## src/rtl/alu_result_pkg.sv

```systemverilog
// Shared constants for the ALU result queue: flag layout and default geometry.
package alu_result_pkg;

  localparam int unsigned FLAG_W = 4;

  // Flags travel as {N,Z,C,V}, N in the MSB.
  localparam int unsigned FLAG_N = 3;
  localparam int unsigned FLAG_Z = 2;
  localparam int unsigned FLAG_C = 1;
  localparam int unsigned FLAG_V = 0;

  localparam int unsigned DEFAULT_WIDTH = 32;
  localparam int unsigned DEFAULT_DEPTH = 4;

endpackage

```

## src/rtl/alu_result_queue_if.sv

```systemverilog
// Producer/consumer bundle for alu_result_queue; master drives requests, slave is the queue.
interface alu_result_queue_if
  import alu_result_pkg::*;
#(
  parameter int unsigned WIDTH = DEFAULT_WIDTH,
  parameter int unsigned DEPTH = DEFAULT_DEPTH
);

  logic                         clear;
  logic                         alu_out_write;
  logic [WIDTH-1:0]             result;
  logic [FLAG_W-1:0]            flags_in;
  logic                         result_ready;
  logic                         result_valid;
  logic [WIDTH-1:0]             result_out;
  logic [FLAG_W-1:0]            flags_out;
  logic [$clog2(DEPTH+1)-1:0]   count;
  logic                         full;
  logic                         empty;
  logic                         overflow_err;

  modport master (
    output clear, alu_out_write, result, flags_in, result_ready,
    input  result_valid, result_out, flags_out, count, full, empty, overflow_err
  );

  modport slave (
    input  clear, alu_out_write, result, flags_in, result_ready,
    output result_valid, result_out, flags_out, count, full, empty, overflow_err
  );

endinterface

```

## src/rtl/alu_result_mem.sv

```systemverilog
// Entry storage for the result queue: one synchronous write port, one async read port.
module alu_result_mem #(
  parameter int unsigned DataW = 32,
  parameter int unsigned Depth = 4
) (
  input  logic                     clk,
  input  logic                     we,
  input  logic [$clog2(Depth)-1:0] waddr,
  input  logic [DataW-1:0]         wdata,
  input  logic [$clog2(Depth)-1:0] raddr,
  output logic [DataW-1:0]         rdata
);

  // Contents are deliberately not reset; the queue masks them while empty.
  logic [DataW-1:0] mem_q [Depth];

  always_ff @(posedge clk) begin
    if (we) begin
      mem_q[waddr] <= wdata;
    end
  end

  assign rdata = mem_q[raddr];

endmodule

```

## src/rtl/alu_result_queue.sv

```systemverilog
// FIFO of ALU results with sticky overflow flag and synchronous clear.
// Define ALU_RESULT_FLAGS_EN to store {N,Z,C,V} flags alongside each result.
module alu_result_queue
  import alu_result_pkg::*;
#(
  parameter int unsigned WIDTH = DEFAULT_WIDTH,
  parameter int unsigned DEPTH = DEFAULT_DEPTH
) (
  input  logic              clk,
  input  logic              reset,
  alu_result_queue_if.slave bus
);

  localparam int unsigned PtrW = $clog2(DEPTH);
  localparam int unsigned CntW = $clog2(DEPTH + 1);
`ifdef ALU_RESULT_FLAGS_EN
  localparam int unsigned EntW = WIDTH + FLAG_W;
`else
  localparam int unsigned EntW = WIDTH;
`endif

  logic [PtrW-1:0] wr_ptr_q, wr_ptr_d;
  logic [PtrW-1:0] rd_ptr_q, rd_ptr_d;
  logic [CntW-1:0] count_q, count_d;
  logic            ovf_q, ovf_d;

  logic            is_empty, is_full;
  logic            pop, push, drop, mem_we;
  logic [EntW-1:0] wr_data, rd_data;

  assign is_empty = (count_q == '0);
  assign is_full  = (count_q == CntW'(DEPTH));

  always_comb begin
    pop      = !is_empty && bus.result_ready;
    push     = bus.alu_out_write && (!is_full || pop);
    drop     = bus.alu_out_write && is_full && !pop;
    mem_we   = push && !bus.clear;
    wr_ptr_d = wr_ptr_q;
    rd_ptr_d = rd_ptr_q;
    count_d  = count_q;
    ovf_d    = ovf_q;
    if (bus.clear) begin
      wr_ptr_d = '0;
      rd_ptr_d = '0;
      count_d  = '0;
      ovf_d    = 1'b0;
    end else begin
      // DEPTH is a power of two, so natural pointer overflow is the modulo wrap.
      if (push) wr_ptr_d = wr_ptr_q + PtrW'(1);
      if (pop)  rd_ptr_d = rd_ptr_q + PtrW'(1);
      count_d = count_q + CntW'(push) - CntW'(pop);
      if (drop) ovf_d = 1'b1;
    end
  end

  always_ff @(posedge clk or posedge reset) begin
    if (reset) begin
      wr_ptr_q <= '0;
      rd_ptr_q <= '0;
      count_q  <= '0;
      ovf_q    <= 1'b0;
    end else begin
      wr_ptr_q <= wr_ptr_d;
      rd_ptr_q <= rd_ptr_d;
      count_q  <= count_d;
      ovf_q    <= ovf_d;
    end
  end

`ifdef ALU_RESULT_FLAGS_EN
  assign wr_data = {bus.flags_in, bus.result};
`else
  assign wr_data = bus.result;
`endif

  alu_result_mem #(
    .DataW (EntW),
    .Depth (DEPTH)
  ) u_mem (
    .clk   (clk),
    .we    (mem_we),
    .waddr (wr_ptr_q),
    .wdata (wr_data),
    .raddr (rd_ptr_q),
    .rdata (rd_data)
  );

  always_comb begin
    bus.result_valid = !is_empty;
    bus.count        = count_q;
    bus.full         = is_full;
    bus.empty        = is_empty;
    bus.overflow_err = ovf_q;
    bus.result_out   = is_empty ? '0 : rd_data[WIDTH-1:0];
`ifdef ALU_RESULT_FLAGS_EN
    bus.flags_out    = is_empty ? '0 : rd_data[EntW-1 -: FLAG_W];
`else
    bus.flags_out    = '0;
`endif
  end

endmodule

```

## src/flat_wrapper.sv

```systemverilog
// flat-port wrapper written by rule: the top's interface ports become plain ports
module alu_result_queue_flat import alu_result_pkg::*;
#(
  parameter int unsigned WIDTH = DEFAULT_WIDTH,
  parameter int unsigned DEPTH = DEFAULT_DEPTH
)
  (clk, reset, bus_clear, bus_alu_out_write, bus_result, bus_flags_in, bus_result_ready, bus_result_valid, bus_result_out, bus_flags_out, bus_count, bus_full, bus_empty, bus_overflow_err);
  alu_result_queue_if #(.WIDTH(WIDTH), .DEPTH(DEPTH)) bus_i ();
  input  logic clk;
  input  logic reset;
  input wire logic [$bits(bus_i.clear)-1:0] bus_clear;
  input wire logic [$bits(bus_i.alu_out_write)-1:0] bus_alu_out_write;
  input wire logic [$bits(bus_i.result)-1:0] bus_result;
  input wire logic [$bits(bus_i.flags_in)-1:0] bus_flags_in;
  input wire logic [$bits(bus_i.result_ready)-1:0] bus_result_ready;
  output wire logic [$bits(bus_i.result_valid)-1:0] bus_result_valid;
  output wire logic [$bits(bus_i.result_out)-1:0] bus_result_out;
  output wire logic [$bits(bus_i.flags_out)-1:0] bus_flags_out;
  output wire logic [$bits(bus_i.count)-1:0] bus_count;
  output wire logic [$bits(bus_i.full)-1:0] bus_full;
  output wire logic [$bits(bus_i.empty)-1:0] bus_empty;
  output wire logic [$bits(bus_i.overflow_err)-1:0] bus_overflow_err;
  assign bus_i.clear = bus_clear;
  assign bus_i.alu_out_write = bus_alu_out_write;
  assign bus_i.result = bus_result;
  assign bus_i.flags_in = bus_flags_in;
  assign bus_i.result_ready = bus_result_ready;
  assign bus_result_valid = bus_i.result_valid;
  assign bus_result_out = bus_i.result_out;
  assign bus_flags_out = bus_i.flags_out;
  assign bus_count = bus_i.count;
  assign bus_full = bus_i.full;
  assign bus_empty = bus_i.empty;
  assign bus_overflow_err = bus_i.overflow_err;
  alu_result_queue #(.WIDTH(WIDTH), .DEPTH(DEPTH)) u_core (.clk(clk), .reset(reset), .bus(bus_i));
endmodule
```

## config.mk

```make
export PLATFORM = sky130hd
export DESIGN_NAME = alu_result_queue_flat
export DESIGN_NICKNAME = d
export VERILOG_FILES = /design/src/rtl/alu_result_pkg.sv /design/src/rtl/alu_result_queue_if.sv /design/src/rtl/alu_result_mem.sv /design/src/rtl/alu_result_queue.sv /design/src/flat_wrapper.sv
export SDC_FILE = /design/constraint.sdc
export NUM_CORES = 1
export LEC_CHECK = 0
export CAP_MARGIN = 20
export CORE_MARGIN = 1
export CORE_UTILIZATION = 48
export DETAILED_ROUTE_END_ITERATION = 8
export PLACE_DENSITY_LB_ADDON = 0.25
export SKIP_CTS_REPAIR_TIMING = 1
export SLEW_MARGIN = 20
export SYNTH_ARGS = -nofsm -noshare
export SYNTH_HDL_FRONTEND = slang
export SYNTH_SLANG_ARGS = --single-unit
```

## constraint.sdc

```tcl
create_clock -name clk -period 2 [get_ports clk]
set_input_delay 0.5 -clock clk [delete_from_list [all_inputs] [get_ports clk]]
set_output_delay 0.5 -clock clk [all_outputs]
set_load 0.005 [all_outputs]
```

; Word level (Yosys, flattened, before mapping)
; Memory sizes are Yosys's and may differ from the RTL's.
; Cells that the tools add are included.
[totals]
reg_bits = 8
ramBits = 128
input_bits = 41
wordCells = 34
mem_count = 1
[op_classes]
add_sub_neg = 4
eq_ne = 1
mux = 10
reduce_logical = 14
[mem_list]
columns = memory, words, word_bits, rd, rd_ports_with_merged_regs, wr, line
row1 = u_core.u_mem.mem_q, 4, 32, 1, 0, 1, alu_result_mem.sv:15  ; logic [DataW-1:0] mem_q [Depth];
[ops]
columns = op, n
row1 = 32-bit 2-to-1 mux, 1
row2 = 2-bit 2-to-1 mux, 4
row3 = 2-bit nonzero test, 3
row4 = 1-bit logical AND, 5
row5 = 2-bit by 1-bit adder with 2-bit output (second input constant), 2
row6 = 1-bit logical NOT, 4
row7 = 1-bit 2-to-1 mux, 4
row8 = 3-bit by 1-bit adder with 3-bit output, 1
row9 = 3-bit == test (second input constant), 1
row10 = 3-bit logical NOT, 1
row11 = 3-bit 2-to-1 mux, 1
row12 = 3-bit by 1-bit subtractor with 3-bit output, 1
row13 = 1-bit logical OR, 1

; Longest topological paths before layout
; Gate-level depths: netlist (run 1).
[logic_depth]
word_depth = 8
depth_mapped = 7
mapped_depth_nobuf = 7

; Modules after synthesis
; A second synthesis (run 1) with hierarchy kept.
[hier_totals]
cells_unflattened = 254
area_unflattened_um2 = 5391.4
[by_module_without_submodules]
columns = mod, n_inst, cells_each, area_each_um2, seq_area_each_um2
row1 = alu_result_mem, 1, 171, 4689.5, 3843.7
row2 = alu_result_queue, 1, 83, 701.9, 200.2

; Worst setup path before layout (run 1)
; No wires, ideal clock.
[synth_path]
kind = flip-flop to flip-flop
from = reg u_core.count_q[1], in the netlist u_core.bus.count[1]
to = mem u_core.u_mem.mem_q[2][0] (enable)
setup_ns = 0.392
arrival_time_ns = 1.709
setup_slack_ns = -0.101
path_stages_with_launch = 4
n_path_buf = 0
period_less_slack_ns = 2.101
cell_sequence = dfrtp_1 -> nor4b_4 -> nor3b_1 -> and2_1
[synth_between]
elab_chain_cells = 8
[synth_rtl]
columns = item, line
row1 = from (decl), alu_result_queue.sv:24  ; logic [CntW-1:0] count_q, count_d;
row2 = from (signal assigned), alu_result_queue.sv:66  ; count_q <= count_d;
row3 = 3-bit logical NOT, alu_result_queue.sv:31  ; assign is_empty = (count_q == '0);
row4 = 1-bit logical NOT, alu_result_queue.sv:35  ; pop = !is_empty && bus.result_ready;
row5 = 1-bit logical AND, alu_result_queue.sv:35
row6 = 1-bit logical OR *, alu_result_queue.sv:36  ; push = bus.alu_out_write && (!is_full || pop);
row7 = 1-bit logical AND *, alu_result_queue.sv:36
row8 = 1-bit logical AND *, alu_result_queue.sv:38  ; mem_we = push && !bus.clear;
row9 = 1-bit 2-to-1 mux *, alu_result_mem.sv:18  ; if (we) begin
row10 = 1-bit 2-to-1 mux (implied by the code) *, alu_result_mem.sv:19  ; mem_q[waddr] <= wdata;
row11 = to (decl), alu_result_mem.sv:15
; Mark *: on every way between the ends. The rest lies on a longest branch, timed or not.

; Worst setup path after layout (run 1)
[layout_path]
from = reg u_core.rd_ptr_q[0]
to = out bus_result_out[10]
[layout_between]
elab_chain_cells = 2
[layout_rtl]
columns = item, line
row1 = from (decl), alu_result_queue.sv:23  ; logic [PtrW-1:0] rd_ptr_q, rd_ptr_d;
row2 = from (signal assigned), alu_result_queue.sv:65  ; rd_ptr_q <= rd_ptr_d;
row3 = memory read 4 x 32 bit, -
row4 = 32-bit 2-to-1 mux, alu_result_queue.sv:95  ; bus.result_out = is_empty ? '0 : rd_data[WIDTH-1:0];
row5 = to (decl), flat_wrapper.sv:17  ; output wire logic [$bits(bus_i.result_out)-1:0] bus_result_out;
; Every way passes these cells.

==> out/metrics.cfg, run 1 <==
[status]
status = finished with violations
failed_checks = negative setup slack

[placed_design]
finalWeightedCongestion = 0.7474
hpwl_um = 5932
dpl_cell_area_um2 = 6651
io_buffers = 75
post-place-ws_ns = -0.3009

[route]
viasPerCell = 5.087
ant_nets = 0
wire_per_inst_um = 18.24
drt-total-wl_um = 10090
vias = 2813
drcViolationCount = 0
first_pass_iters = 4
drt-initial-drc-count = 158

[sta]
setup_slack_ns = -0.5512
finalSetupTns_ns = -14.74
finalCritPeriodShare = 1.276
rsz0062_at_grt = true
min_period_ns = 2.551
hold_viol = 0
fin_worst_skew_ns = 0.007287
fmax_mhz = 392.0
maxSlewViolCount = 0
setup_viol = 32

[clock_network]
clock_sinks = 136
cts_tree = yes
root_buffer = clkbuf_16
cts_buffer_depth = 2
clk_pin_slew_ns = 0.06
cts_buffers = 17
htreeDepth = 4
clock_latency_ns = 0.41

[synthesis]
yosysTopAreaCellShare = 0.7014
yosysWarnings = 0
synth_area_per_cell_um2 = 21.16
synth_cell_types = 31
synth-seq-area-share = 0.7379
synthTopCellsByArea = edfxtp_1 (70%), mux4_2 (12%), dfrtp_1 (3.7%), nor2b_1 (3.2%), mux4_1 (1.9%)
async_reset_ff_frac = 0.05882
yosys.area.top_type = edfxtp_1
synthCells = 259
syn_area_um2 = 5480
synth_ff_type = edfxtp_1
synth_edf_count = 128
synth-seq-cells = 136

[global_routing]
grt_antenna_before_repair = 0
grt_pass1_vias = 2800
busiest_layer = met2
grtUsageMet1 = 0.2172
grt_pass1_wl_um = 14600
gr-usage-met3 = 0.05499
grt_max_degree = 24
grt_use_met2 = 0.2929
grt_overflow = 0
gr-usage-all-layers = 0.1770

[final_layout]
drive_gt1_frac = 0.4165
diodes = 0
utilization = 0.6869
final_area_um2 = 7545
fill_cells = 725
synthToLayoutAreaGrowth_pct = 37.67
fin_nets = 448

[worst_setup_path]
worstPathRequired_ns = 1.50
critPathTopFamily = buffers and inverters
crit_type = flop to output pin
path_max_fanout = 5
start_kind = flop
crit_buf_inv = 5
cp_cell_sequence = buf_6 -> clkbuf_16 -> buf_6 -> buf_6 -> mux4_2 -> nor2b_4 -> clkbuf_2
arrival_ns = 2.05
slowest_stage = dfrtp_2
end_kind = output pin
critPathMostFrequentCell = buf_6
max_stage_delay_ns = 0.47

[floorplan]
num_io_pins = 84
start_util = 0.4990
core_area_um2 = 10980
rows = 38
die_area_um2 = 11850
die_w_um = 108.9
die_h_um = 108.9

[power]
total_power_uw = 9212
leakagePower_uw = 0.002860
ir_drop_mv = 0.6604
p_per_area_nw_per_um2 = 1221

[run]
cap_violations = 0

[min_path]
hold_class = primary input to async pin

[flip-flops by register name, summed over array words and instances (netlist names)]
signal and count:
u_core.bus.overflow_err 1, u_core.wr_ptr_q 2, u_core.u_mem.mem_q 128, u_core.rd_ptr_q 2, u_core.bus.count 3
[stage by stage]
step | cells | hold slack (ns)
floorplan | 262 | 0.3157
global placement | 489 | 0.4935
detailed placement | 489 | 0.4934
CTS | 520 | 0.3404
global route | 553 | 0.3564
finish | 553 | 0.3378
[power by group]
| part | internal, uW | leakage [uW] | switching [uW] |
|---|---|---|---|
| logic | 1890 | 0.00135 | 1180 |
| registers | 3270 | 0.00127 | 81.9 |
| clock network | 1680 | 0.000247 | 1110 |
[cells in the mapped netlist (2+ instances only)]
| cell type | n |
|---|---|
| a21oi_1 | 2 |
| and2_1 | 4 |
| buf_12 | 3 |
| buf_2 | 7 |
| buf_4 | 4 |
| dfrtp_1 | 8 |
| edfxtp_1 | 128 |
| ha_1 | 5 |
| inv_1 | 5 |
| mux2i_1 | 2 |
| mux4_1 | 4 |
| mux4_2 | 28 |
| nand2b_1 | 2 |
| nor2_1 | 7 |
| nor2b_1 | 28 |
| nor2b_4 | 5 |
| nor3b_1 | 2 |
| xor2_1 | 2 |
[cells in the final DEF (no fill, tap or decap), types with 3 or more instances in the layout]
cell type / Yosys / final
buf_4: 4 / 27
and2_2: 0 / 4
dlymetal6s2s_1: 0 / 12
nor2b_1: 28 / 17
buf_6: 1 / 19
conb_1: 1 / 4
clkdlybuf4s50_1: 0 / 37
nor2_1: 7 / 7
buf_12: 3 / 13
clkbuf_16: 0 / 19
dfrtp_1: 8 / 6
inv_1: 5 / 5
clkinv_1: 0 / 3
edfxtp_1: 128 / 128
clkbuf_2: 0 / 24
ha_1: 5 / 5
nor2b_4: 5 / 16
clkinvlp_4: 0 / 5
mux4_2: 28 / 31
[cells by family after synthesis]
kind of cell             share of synthesized area
AND/OR/NAND/NOR                            0.06849
AO/OA/AOI/OAI                             0.004109
multiplexers                                0.1400
adder cells (fa/ha/maj)                    0.01507
buffers and inverters                      0.02899
XOR/XNOR                                  0.004795
flip-flops                                  0.7379
other                                    0.0006843
[worst reg2reg max path: cells and delay by family, from the launching register on]
| kind | cells | cell delay, ns |
|---|---|---|
| buf+inv | 3 | 0.34 |
| fa+ha+maj | 2 | 0.59 |
| simple gates | 3 | 0.55 |
| flops | 1 | 0.40 |
[path summary, 6_finish.rpt]
check / end / from / slack [ns] / cells after the start
max: bus_result_out[10] / u_core.rd_ptr_q[0] / -0.55 / 7
min: u_core.bus.overflow_err / reset / 0.34 / 2
max reg2reg: u_core.bus.count[1] / u_core.bus.count[1] / 0.06 / 8
min reg2reg: u_core.bus.overflow_err / u_core.bus.overflow_err / 0.52 / 2
max in group asynchronous: u_core.rd_ptr_q[0] / reset / 1.39 / 2
min in group clk: u_core.bus.overflow_err / u_core.bus.overflow_err / 0.52 / 2
[layer usage]
metal	vias to the layer above	part of all wire
li1	1299	-
met1	1411	0.41
met2	92	0.52
met3	11	0.065
met4	0	0.012
met5	-	0
[cell type report]
class | instances | area, um2 | share of cell area
Timing Repair Buffer | 136 | 1388 | 0.1839
Clock buffer | 18 | 429.2 | 0.05688
Clock inverter | 13 | 106.4 | 0.01410
Multi-Input combinational cell | 105 | 1381 | 0.1831
Inverter | 5 | 18.77 | 0.002488
Sequential cell | 136 | 4046 | 0.5363
Tap cell | 140 | 175.2 | 0.02322
No activity file was read; power rests on OpenSTA's default activity.
==> inputs of run 2 (changes only) <==
--- a/config.mk
+++ b/config.mk
@@ -8,6 +8,7 @@
 export CAP_MARGIN = 20
 export CORE_MARGIN = 1
 export CORE_UTILIZATION = 48
+export CTS_CLUSTER_SIZE = 20
 export DETAILED_ROUTE_END_ITERATION = 8
 export PLACE_DENSITY_LB_ADDON = 0.25
 export SKIP_CTS_REPAIR_TIMING = 1
==> results of run 2 <==
No change in the layout: final DEF, timing and power equal those of run 1.
